## src/rtl/casez_enc02.sv

```systemverilog
// Priority encoder: 8-bit request word -> 3-bit index of highest set bit,
// queued in a 2-entry FIFO and streamed out with a programmable idle gap.
module casez_enc02 #(
   parameter int GAP = 0
) (
   input  logic       clk,
   input  logic       rstn,
   input  logic [7:0] reqIn,
   input  logic       reqValid,
   output logic       reqReady,
   output logic [2:0] code,
   output logic       codeValid,
   input  logic       codeReady,
   output logic [7:0] errCount
);

   typedef enum logic [1:0] {IDLE, SEND, WAIT} state_t;

   state_t     state, state_nxt;
   logic [2:0] mem [2];
   logic       rd_ptr, wr_ptr;
   logic [1:0] count, count_nxt;
   logic [3:0] gap_cnt, gap_cnt_nxt;
   logic       accept, push, pop;

   function automatic logic [2:0] prio_enc(input logic [7:0] r);
      logic [2:0] c;
      c = 3'b000;
      casez (r)
         8'b1???????: c = 3'b111;
         8'b01??????: c = 3'b110;
         8'b001?????: c = 3'b101;
         8'b0001????: c = 3'b100;
         8'b00001???: c = 3'b011;
         8'b000001??: c = 3'b010;
         8'b0000001?: c = 3'b001;
         default:     c = 3'b000;
      endcase
      return c;
   endfunction

   function automatic logic [7:0] sat_inc(input logic [7:0] v);
      return (v == 8'hFF) ? v : v + 8'd1;
   endfunction

   // Ready depends only on registered occupancy, never on codeReady.
   assign reqReady  = (count != 2'd2);
   assign accept    = reqValid && reqReady;
   assign push      = accept && (reqIn != 8'h00);
   assign pop       = (state == SEND) && codeReady;
   assign codeValid = (state == SEND);
   assign code      = codeValid ? mem[rd_ptr] : 3'b000;

   always_comb begin
      count_nxt = count;
      case ({push, pop})
         2'b10:   count_nxt = count + 2'd1;
         2'b01:   count_nxt = count - 2'd1;
         default: count_nxt = count;
      endcase
   end

   always_comb begin
      state_nxt   = state;
      gap_cnt_nxt = gap_cnt;
      case (state)
         IDLE: begin
            if (count_nxt != 2'd0) state_nxt = SEND;
         end
         SEND: begin
            if (pop) begin
               if (GAP > 0) begin
                  state_nxt   = WAIT;
                  gap_cnt_nxt = 4'(GAP);
               end else if (count_nxt == 2'd0) begin
                  state_nxt = IDLE;
               end
            end
         end
         WAIT: begin
            gap_cnt_nxt = gap_cnt - 4'd1;
            if (gap_cnt <= 4'd1) begin
               gap_cnt_nxt = 4'd0;
               state_nxt   = (count_nxt != 2'd0) ? SEND : IDLE;
            end
         end
         default: begin
            state_nxt   = IDLE;
            gap_cnt_nxt = 4'd0;
         end
      endcase
   end

   always_ff @(posedge clk or negedge rstn) begin
      if (!rstn) begin
         state    <= IDLE;
         gap_cnt  <= 4'd0;
         count    <= 2'd0;
         rd_ptr   <= 1'b0;
         wr_ptr   <= 1'b0;
         errCount <= 8'd0;
      end else begin
         state   <= state_nxt;
         gap_cnt <= gap_cnt_nxt;
         count   <= count_nxt;
         if (push) wr_ptr <= ~wr_ptr;
         if (pop)  rd_ptr <= ~rd_ptr;
         if (accept && (reqIn == 8'h00)) errCount <= sat_inc(errCount);
      end
   end

   // Payload storage carries no reset; occupancy alone decides what is live.
   always_ff @(posedge clk) begin
      if (push) mem[wr_ptr] <= prio_enc(reqIn);
   end

endmodule

```

## config.mk

```make
export PLATFORM = sky130hd
export DESIGN_NAME = casez_enc02
export DESIGN_NICKNAME = d
export VERILOG_FILES = /design/src/rtl/casez_enc02.sv
export SDC_FILE = /design/constraint.sdc
export NUM_CORES = 1
export LEC_CHECK = 0
export ABC_CLOCK_PERIOD_IN_PS = 1620
export CORE_UTILIZATION = 42
export CTS_CLUSTER_DIAMETER = 80
export DETAILED_ROUTE_END_ITERATION = 12
export PLACE_DENSITY = 0.74
export SLEW_MARGIN = 5
export SYNTH_ARGS = -nofsm -noshare
export SYNTH_HDL_FRONTEND = slang
export SYNTH_SLANG_ARGS = --single-unit
```

## constraint.sdc

```tcl
create_clock -name clk -period 1.62 [get_ports clk]
set_clock_uncertainty 0.1 [all_clocks]
set_input_delay 0.243 -clock clk [delete_from_list [all_inputs] [get_ports clk]]
set_output_delay 0.243 -clock clk [all_outputs]
set_load 0.03 [all_outputs]
```

# After elaboration in Yosys (flattened, before gate mapping)

Memory sizes are Yosys's and may differ from the RTL's.
Index checks and enable logic that the tools add are counted.

Output and inout bits: 13
Bits in writable memories: 6
Logic and storage cells: 57
Flip-flop bits (word level): 18
Memories: 1
Bits of input ports: 12

Eq/ne operators: 16
$add $sub $neg: 4
Muxes and demuxes: 14
Reductions and logical operators: 12
Bitwise operators: 3
$lt $le $gt $ge: 1

Memory list:

| memory | depth | width | rd ports | clocked after Yosys merged registers in | write ports | line | RTL |
|---|---|---|---|---|---|---|---|
| mem    | 2     | 3     | 1        | 0                                       | 1           | 20   | `logic [2:0] mem [2];` |

Operators by type and width:

| cell                                                   | number |
|---|---|
| one-hot mux 3 bit (7 select lines)                     | 1 |
| adder 8 x 1 -> 8 bit (second input constant)           | 1 |
| == test 8 bit (second input constant)                  | 1 |
| zero test 8 bit                                        | 1 |
| 2-to-1 mux 2 bit                                       | 4 |
| one-hot mux 4 bit (2 select lines)                     | 1 |
| nonzero test 8 bit                                     | 1 |
| == test 7 x 1 -> 1 bit (second input constant)         | 1 |
| == test 2 x 1 -> 1 bit (second input constant)         | 3 |
| == test 6 x 1 -> 1 bit (second input constant)         | 1 |
| 2-to-1 mux 3 bit                                       | 2 |
| inequality test 2 bit (second input constant)          | 3 |
| one-hot mux 2 bit (3 select lines)                     | 1 |
| == test 5 x 1 -> 1 bit (second input constant)         | 1 |
| == test 2 bit (second input constant)                  | 2 |
| == test 4 x 1 -> 1 bit (second input constant)         | 1 |
| <= comparator 4 x 1 -> 1 bit (second input constant)   | 1 |
| logical AND 1 bit                                      | 4 |
| zero test 2 bit                                        | 2 |
| 2-to-1 mux 4 bit                                       | 1 |
| inequality test 2 x 1 -> 1 bit (second input constant) | 2 |
| one-hot mux 2 bit (2 select lines)                     | 1 |
| AND reduction 4 bit                                    | 1 |
| subtractor 4 x 1 -> 4 bit (second input constant)      | 1 |
| 8 further kinds                                        | 12 |

# Logic depth before layout (Yosys ltp)

Gate-level depths: netlist of run 1.

Word-level depth: 9
Gate-level depth with buffers: 8
Depth with buffers taken out: 8

# Worst setup path after synthesis of run 1

No wires, ideal clock.

Path kind: register to register
Start point: register count[0]
End point: register state[0]
Clock period less this slack: 1963 ps
Slack: -343 ps
Library setup time: 124 ps
Stages on the path, launching flop included: 8
Path buffers: 0
Arrival time: 1739 ps
Data required time: 1396 ps
Path through: dfrtp_1 nand2b_1 nand3_1 ha_1 xnor2_1 nor2_1 xor2_1 a211o_1

Cells in the longest elaborated chain, start to end: 9
Elaborated cells between the ends (all ways): 16
Classes of those cells: add/sub (2); eq/ne (5); mux (4); reduce/logical (5)

RTL lines:

| what                                                    | line   | RTL |
|---|---|---|
| from (decl)                                             | 22     | `logic [1:0] count, count_nxt;` |
| from (signal assigned)                                  | 105    | `count <= count_nxt;` |
| inequality test 2 bit (*)                               | 47     | `assign reqReady = (count != 2'd2);` |
| net reqReady                                            | 10     | `output logic reqReady,` |
| logical AND 1 bit (*)                                   | 48     | `assign accept = reqValid && reqReady;` |
| logical AND 1 bit (*)                                   | 49     | `assign push = accept && (reqIn != 8'h00);` |
| == test 2 x 1 -> 1 bit or == test 2 bit (tied branches) | 56     | `case ({push, pop})` |
| one-hot mux 2 bit (2 select lines) (*)                  | 56     |  |
| net count_nxt[1]                                        | 22     |  |
| nonzero test 2 bit                                      | 68, 84 |  |
| 2-to-1 mux 1 bit                                        | 84     | `state_nxt = (count_nxt != 2'd0) ? SEND : IDLE;` |
| 2-to-1 mux 2 bit                                        | 82     | `if (gap_cnt <= 4'd1) begin` |
| one-hot mux 2 bit (3 select lines)                      | 66     | `case (state)` |
| to (signal assigned)                                    | 103    | `state <= state_nxt;` |
| to (decl)                                               | 19     | `state_t state, state_nxt;` |

The timed path passes the listed nets; every way through them passes the cells marked *. The select of a mux whose other input is x is not followed.
A chain may end at the register's enable or synchronous reset.

# Worst setup path after layout of run 1

Start point: input reqValid
End point: register state[0]

Cells in the longest elaborated chain, start to end: 8
Elaborated cells between the ends (all ways): 13
Classes of those cells: eq/ne (4); mux (4); reduce/logical (5)

RTL lines:

| what                                                    | line   | RTL |
|---|---|---|
| from (decl)                                             | 9      | `input logic reqValid,` |
| logical AND 1 bit (*)                                   | 48     |  |
| logical AND 1 bit (*)                                   | 49     |  |
| == test 2 x 1 -> 1 bit or == test 2 bit (tied branches) | 56     |  |
| one-hot mux 2 bit (2 select lines) (*)                  | 56     |  |
| net count_nxt[1]                                        | 22     |  |
| nonzero test 2 bit                                      | 68, 84 |  |
| 2-to-1 mux 1 bit                                        | 84     |  |
| 2-to-1 mux 2 bit                                        | 82     |  |
| one-hot mux 2 bit (3 select lines)                      | 66     |  |

Marked as above.

==> results of run 1 <==
-- synthesized netlist by cell type (2+ instances only) --
master,count
a2bb2oi_1,2
and2_1,2
dfrtp_1,13
edfxtp_1,6
ha_1,2
inv_1,5
mux2_1,2
mux2i_1,3
nand2_1,4
nand2b_1,2
nand3_1,3
nor2_1,9
nor2b_1,3
nor3_1,3
nor4_1,2
xnor2_1,3
xor2_1,7
-- state kept, by name, indices dropped and copies added, names as in the netlist --
| name | cells |
|---|---|
| mem | 6 |
| wr_ptr | 1 |
| state | 1 |
| errCount | 8 |
| rd_ptr | 1 |
| count | 2 |
-- repair_timing --
action / in CTS / in global routing
pin swaps: 1 / 5
setup buffers: 1 / 1
resized for setup: 19 / 15
endpoints found under the setup margin: 20 / 13
-- final timing paths --
path | start | endpoint | cells past startpoint
setup / recovery | reqValid | state[0]$_DFFE_PN0P_ | 7
hold / removal | rstn | errCount[7]$_DFFE_PN0P_ | 2
setup reg to reg | errCount[0]$_DFFE_PN0P_ | errCount[1]$_DFFE_PN0P_ | 5
hold reg to reg | errCount[6]$_DFFE_PN0P_ | errCount[6]$_DFFE_PN0P_ | 1
max in group asynchronous | rstn | rd_ptr$_DFFE_PN0P_ | 2
min in group clk | reqIn[4] | mem[1][1]$_DFFE_PP_ | 2
-- layout by cell type, fill, tap and decap left out, types with 3 or more instances in the layout --
cell             netlist  final
dfrtp_1               13     10
nor2_1                 9      7
inv_1                  5      5
clkbuf_4               0      3
nand2_1                4      4
edfxtp_1               6      6
clkbuf_2               0      5
nor3_1                 3      3
nor2b_1                3      3
dlygate4sd2_1          0     12
xor2_1                 7      7
buf_4                  0     20
mux2i_1                3      3
dfrtp_2                0      3
clkdlybuf4s50_1        0      3
-- cell type report --
cell class / instances / area [sq um] / share of cell area
flip-flops and latches: 19 / 509 / 0.370
clock buffers: 4 / 26.3 / 0.0191
well taps: 27 / 33.8 / 0.0245
repair buffers: 41 / 320 / 0.233
inverters: 5 / 18.8 / 0.0136
multi-input cells: 55 / 468 / 0.340
-- kinds of logic (layout without fill, tap and decap cells) --
group | Yosys count | in the layout
fa+ha+maj | 2 | 2
compound gates | 6 | 6
simple gates | 32 | 32
buf+inv | 6 | 50
flops | 19 | 19
xor+xnor | 10 | 10
mux | 5 | 5
-- critical path: stages --
cell,delay [ns]
clkdlybuf4s50_1,0.55
nand3_4,0.11
ha_4,0.17
xnor2_2,0.13
nor2_2,0.05
xor2_1,0.15
a211o_1,0.23
-- per-stage QoR --
| step | cells | total power [mW] |
|---|---|---|
| 2_1_floorplan | 80 | 1.09 |
| 3_3_place_gp | 145 | 1.32 |
| 3_5_place_dp | 145 | 1.35 |
| 4_1_cts | 150 | 1.61 |
| 5_1_grt | 151 | 1.72 |
| 6_report | 151 | 1.61 |
-- per-layer routing --
metal	routed length, um	global-route usage
met1	820	0.225
met2	1050	0.333
met3	73	0.0280
met4	0	0.0294
met5	0	0
-- power by group --
part / total (mW) / switching [mW] / leakage [nW] / internal, mW
Combinational: 0.713 / 0.369 / 0.416 / 0.344
Sequential: 0.668 / 0.0693 / 0.215 / 0.599
Clock: 0.232 / 0.137 / 0.0150 / 0.0955
Total: 1.61 / 0.576 / 0.645 / 1.04
==> results.toml, run 1 <==
[detailed_routing]
vias = 756
antenna_left = 0
drt_iter0_drc = 13
drt-pass1-iter-count = 2
drt_wl_total_um = 1940
drc = 0
wl_per_cell_um = 12.8
viasPerCell = 5.01

[finish]
diodes = 0
fin_area_sq_um = 1380
fin_util = 0.681
fillers = 173
syn_to_final_growth_pct = 47.1
drive_above_1_share = 0.331
nets = 139

[setup_path]
end_kind = "register"
critPathRequiredTime_ns = 1.70
rrSetupSlack_ns = 0.06
critPathKind = "input port to register"
cp-start-kind = "input port"
arrival_ns = 1.64
crit_fanout = 2

[synthesis]
async_reset_ff_frac = 0.684
synth_compound_area_frac = 0.0495
synthCells = 80
syn-num-nets = 94
synth_top_family_by_area = "simple AND/OR/NAND/NOR gates"
synth_simple_gate_area_share = 0.210
seq_area_frac_synth = 0.540
synth.cell_area_sq_um = 936
ys_ff_latch = 19
synth_flop_cell = "dfrtp_1"
synth_area_leader_cell = "dfrtp_1"
syn_avg_cell_area_sq_um = 11.7
muxShareOfSynthArea = 0.0561
synth_area_leaders = "dfrtp_1 35%, edfxtp_1 19%, xor2_1 6.6%"
ys.warnings.count = 0
synth_edf_count = 6
synth-xor-area-share = 0.0936
synth_cell_types = 26
synth_top_area_frac = 0.348
synthAdderAreaFrac = 0.0267

[timing]
hold_slack_ns = 0.153
setup_viol = 0
final.period_utilization = 0.963
max_freq_ghz = 0.641
rsz0062_at_grt = "yes"
fin_ws_ns = 0.0606
hold_viol_final = 0
worstMarginPinSlew_ns = 0.347
finalMaxSlewViolations = 0
finalSetupTns_ns = 0
relSlewSlack = 0.766
min_period_ns = 1.56

[grt]
track_usage = 0.182
grt_pass1_vias = 773
grt_first_pass_wirelength_um = 3350
antenna_found_initial = 0
grt_max_degree = 14
grt_overflow = 0

[pwr]
vdd_drop_max_v = 0.000619
leakage_nw = 0.645
powerDensity_nw_per_um2 = 1170

[placement]
dp_slack_ns = -0.528
io_buffers = 24
dp_hpwl_um = 1530
gp_congestion = 0.810
placed_area_sq_um = 1350

[clocking]
clockRootBuffer = "clkbuf_4"
htreeDepth = 1
postCtsHoldBufs = 0
cts-buffers-inserted = 3
clock_latency_ns = 0.28
clk_pin_slew_ns = 0.10
cts_tree = "done"
clk_path_buf_depth = 2
cts.sinks = 19

[floorplanning]
coreArea_sq_um = 2020
die_x_um = 49.2
io-pin-count = 25
die_h_um = 49.2
die_area_sq_um = 2420
start_util = 0.463
rows = 16

[job]
max_cap_violations = 0

[outcome]
status = "finished clean"

[min_path]
hold_path.class = "input port to async pin"
(Power assumes the default switching activity.)
==> inputs of run 2 (changes only) <==
--- a/config.mk
+++ b/config.mk
@@ -6,8 +6,9 @@
 export NUM_CORES = 1
 export LEC_CHECK = 0
 export ABC_CLOCK_PERIOD_IN_PS = 1620
+export CORE_MARGIN = 3
 export CORE_UTILIZATION = 42
-export CTS_CLUSTER_DIAMETER = 80
+export CTS_CLUSTER_DIAMETER = 50
 export DETAILED_ROUTE_END_ITERATION = 12
 export PLACE_DENSITY = 0.74
 export SLEW_MARGIN = 5
==> run 2 against run 1 <==
Net effect:
- worst hold slack worse by 0.066 ns
- fmax is 1.1% lower
- register-to-register slack hardly changed
- first-iteration DRC count is 38% lower
- die area is 17% higher
- core utilization is 1.0 points higher
- sequential share of layout area is 0.92 points lower
- critical path type unchanged
- highest routed layer is now met4
==> results.toml, run 2 (synthesis gave the netlist of run 1 again) <==
[clocking]
cts-buffers-inserted = 3
postCtsHoldBufs = 0
clockRootBuffer = "clkbuf_4"
cts.sinks = 19
clk_path_buf_depth = 2
clk_pin_slew_ns = 0.10
cts_tree = "done"
clock_latency_ns = 0.28
htreeDepth = 1

[setup_path]
critPathKind = "input port to register"
arrival_ns = 1.66
critPathRequiredTime_ns = 1.70
cp-start-kind = "input port"
path_cells = "clkdlybuf4s15_1 > nor4_4 > nand2_1 > nand3_4 > ha_4 > xnor2_2 > nor2_2 > xor2_1 > a211o_1"
end_kind = "register"
crit_fanout = 2
critPathMaxStageDelay_ns = 0.30
critPathSlowestCell = "nor4_4"

[detailed_routing]
drt_iter0_drc = 8
wl_per_cell_um = 12.9
drt_wl_total_um = 1980
antenna_left = 0
vias = 744
drc = 0
viasPerCell = 4.86
drt-pass1-iter-count = 4

[timing]
rsz0062_at_grt = "yes"
finalSetupTns_ns = 0
final.period_utilization = 0.973
setup_viol = 0
max_freq_ghz = 0.634
min_period_ns = 1.58
hold_viol_final = 0
finalMaxSlewViolations = 0
worstMarginPinSlew_ns = 0.320
relSlewSlack = 0.785

[floorplanning]
start_util = 0.458
die_x_um = 53.2
io-pin-count = 25
coreArea_sq_um = 2040
die_area_sq_um = 2830
die_h_um = 53.2
rows = 16

[grt]
track_usage = 0.166
antenna_found_initial = 0
grt_max_degree = 11
grt_overflow = 0
grt_first_pass_wirelength_um = 3370
grt_pass1_vias = 785

[placement]
gp_congestion = 0.781
io_buffers = 24
dp_hpwl_um = 1540

[finish]
largest_register_ff_count = 8
nets = 141
layout_common_cells = "22 x buf_4, 12 x dlygate4sd2_1, 10 x dfrtp_1, 7 x xor2_1, 7 x nor2_1"
fillers = 160
diodes = 0
mostFrequentLayoutCell = "buf_4"
top_register = "errCount"
fin_util = 0.691
syn_to_final_growth_pct = 50.8
reg_top3 = "errCount: 8 flops, mem: 6 flops, count: 2 flops"
drive_above_1_share = 0.341

[min_path]
hold_path.class = "input port to async pin"

[pwr]
vdd_drop_max_v = 0.000732
powerDensity_nw_per_um2 = 1150
leakage_nw = 0.658

[outcome]
status = "finished clean"

[job]
max_cap_violations = 0
## run 2: layout make-up
cell class,count,area (sq um),area share
well taps,27,33.8,0.0239
clock buffers,4,26.3,0.0186
repair buffers,43,345,0.245
flip-flops and latches,19,509,0.361
inverters,5,18.8,0.0133
multi-input cells,55,478,0.339
## run 2: worst paths after layout
path / start / end / slack, ns / cells after the start
max in group asynchronous: rstn / errCount[7]$_DFFE_PN0P_ / 0.92 / 2
worst max-delay path: reqIn[0] / state[0]$_DFFE_PN0P_ / 0.04 / 9
worst min-delay path: rstn / rd_ptr$_DFFE_PN0P_ / 0.09 / 1
min in group clk: reqIn[4] / mem[0][1]$_DFFE_PP_ / 0.24 / 2
worst min register to register: errCount[0]$_DFFE_PN0P_ / errCount[0]$_DFFE_PN0P_ / 0.40 / 1
worst max register to register: count[1]$_DFF_PN0_ / state[0]$_DFFE_PN0P_ / 0.07 / 7
## run 2: layer usage
layer / GRT usage / share of wire
met1: 0.220 / 0.46
met4: 0.0638 / 0.0091
met3: 0.0225 / 0.041
met2: 0.271 / 0.49
met5: 0 / 0
## run 2: repair_timing
item,in CTS,in global routing
setup buffers,1,0
setup endpoints to repair,21,8
gates resized for setup,19,15
pin swaps,3,3
## run 2: worst max-delay path, delay by kind of cell
family | cells | cell delay [ns]
AO/OA/AOI/OAI | 1 | 0.23
XOR/XNOR | 2 | 0.25
adder cells (fa/ha/maj) | 1 | 0.13
buffers and inverters | 1 | 0.21
AND/OR/NAND/NOR | 4 | 0.59
## run 2: stage by stage
stage                     setup WS, ns  std cells  hold slack (ns)  instance area [sq um]  power (mW)
final                           0.0433        153           0.0873                   1410        1.62
after global routing           -0.0298        153           0.0846                   1410        1.72
after CTS                      0.00204        153           0.0910                   1390        1.60
after detailed placement        -0.536        148            0.393                   1370        1.39
after global placement          -0.467        148            0.382                   1370        1.37
after floorplan                -0.0824         80           -0.153                    975        1.09
## run 2: power breakdown
part	internal, mW	switching, mW	total, mW
Sequential	0.599	0.0737	0.673
Clock	0.0955	0.134	0.229
Combinational	0.361	0.360	0.720
Total	1.05	0.567	1.62
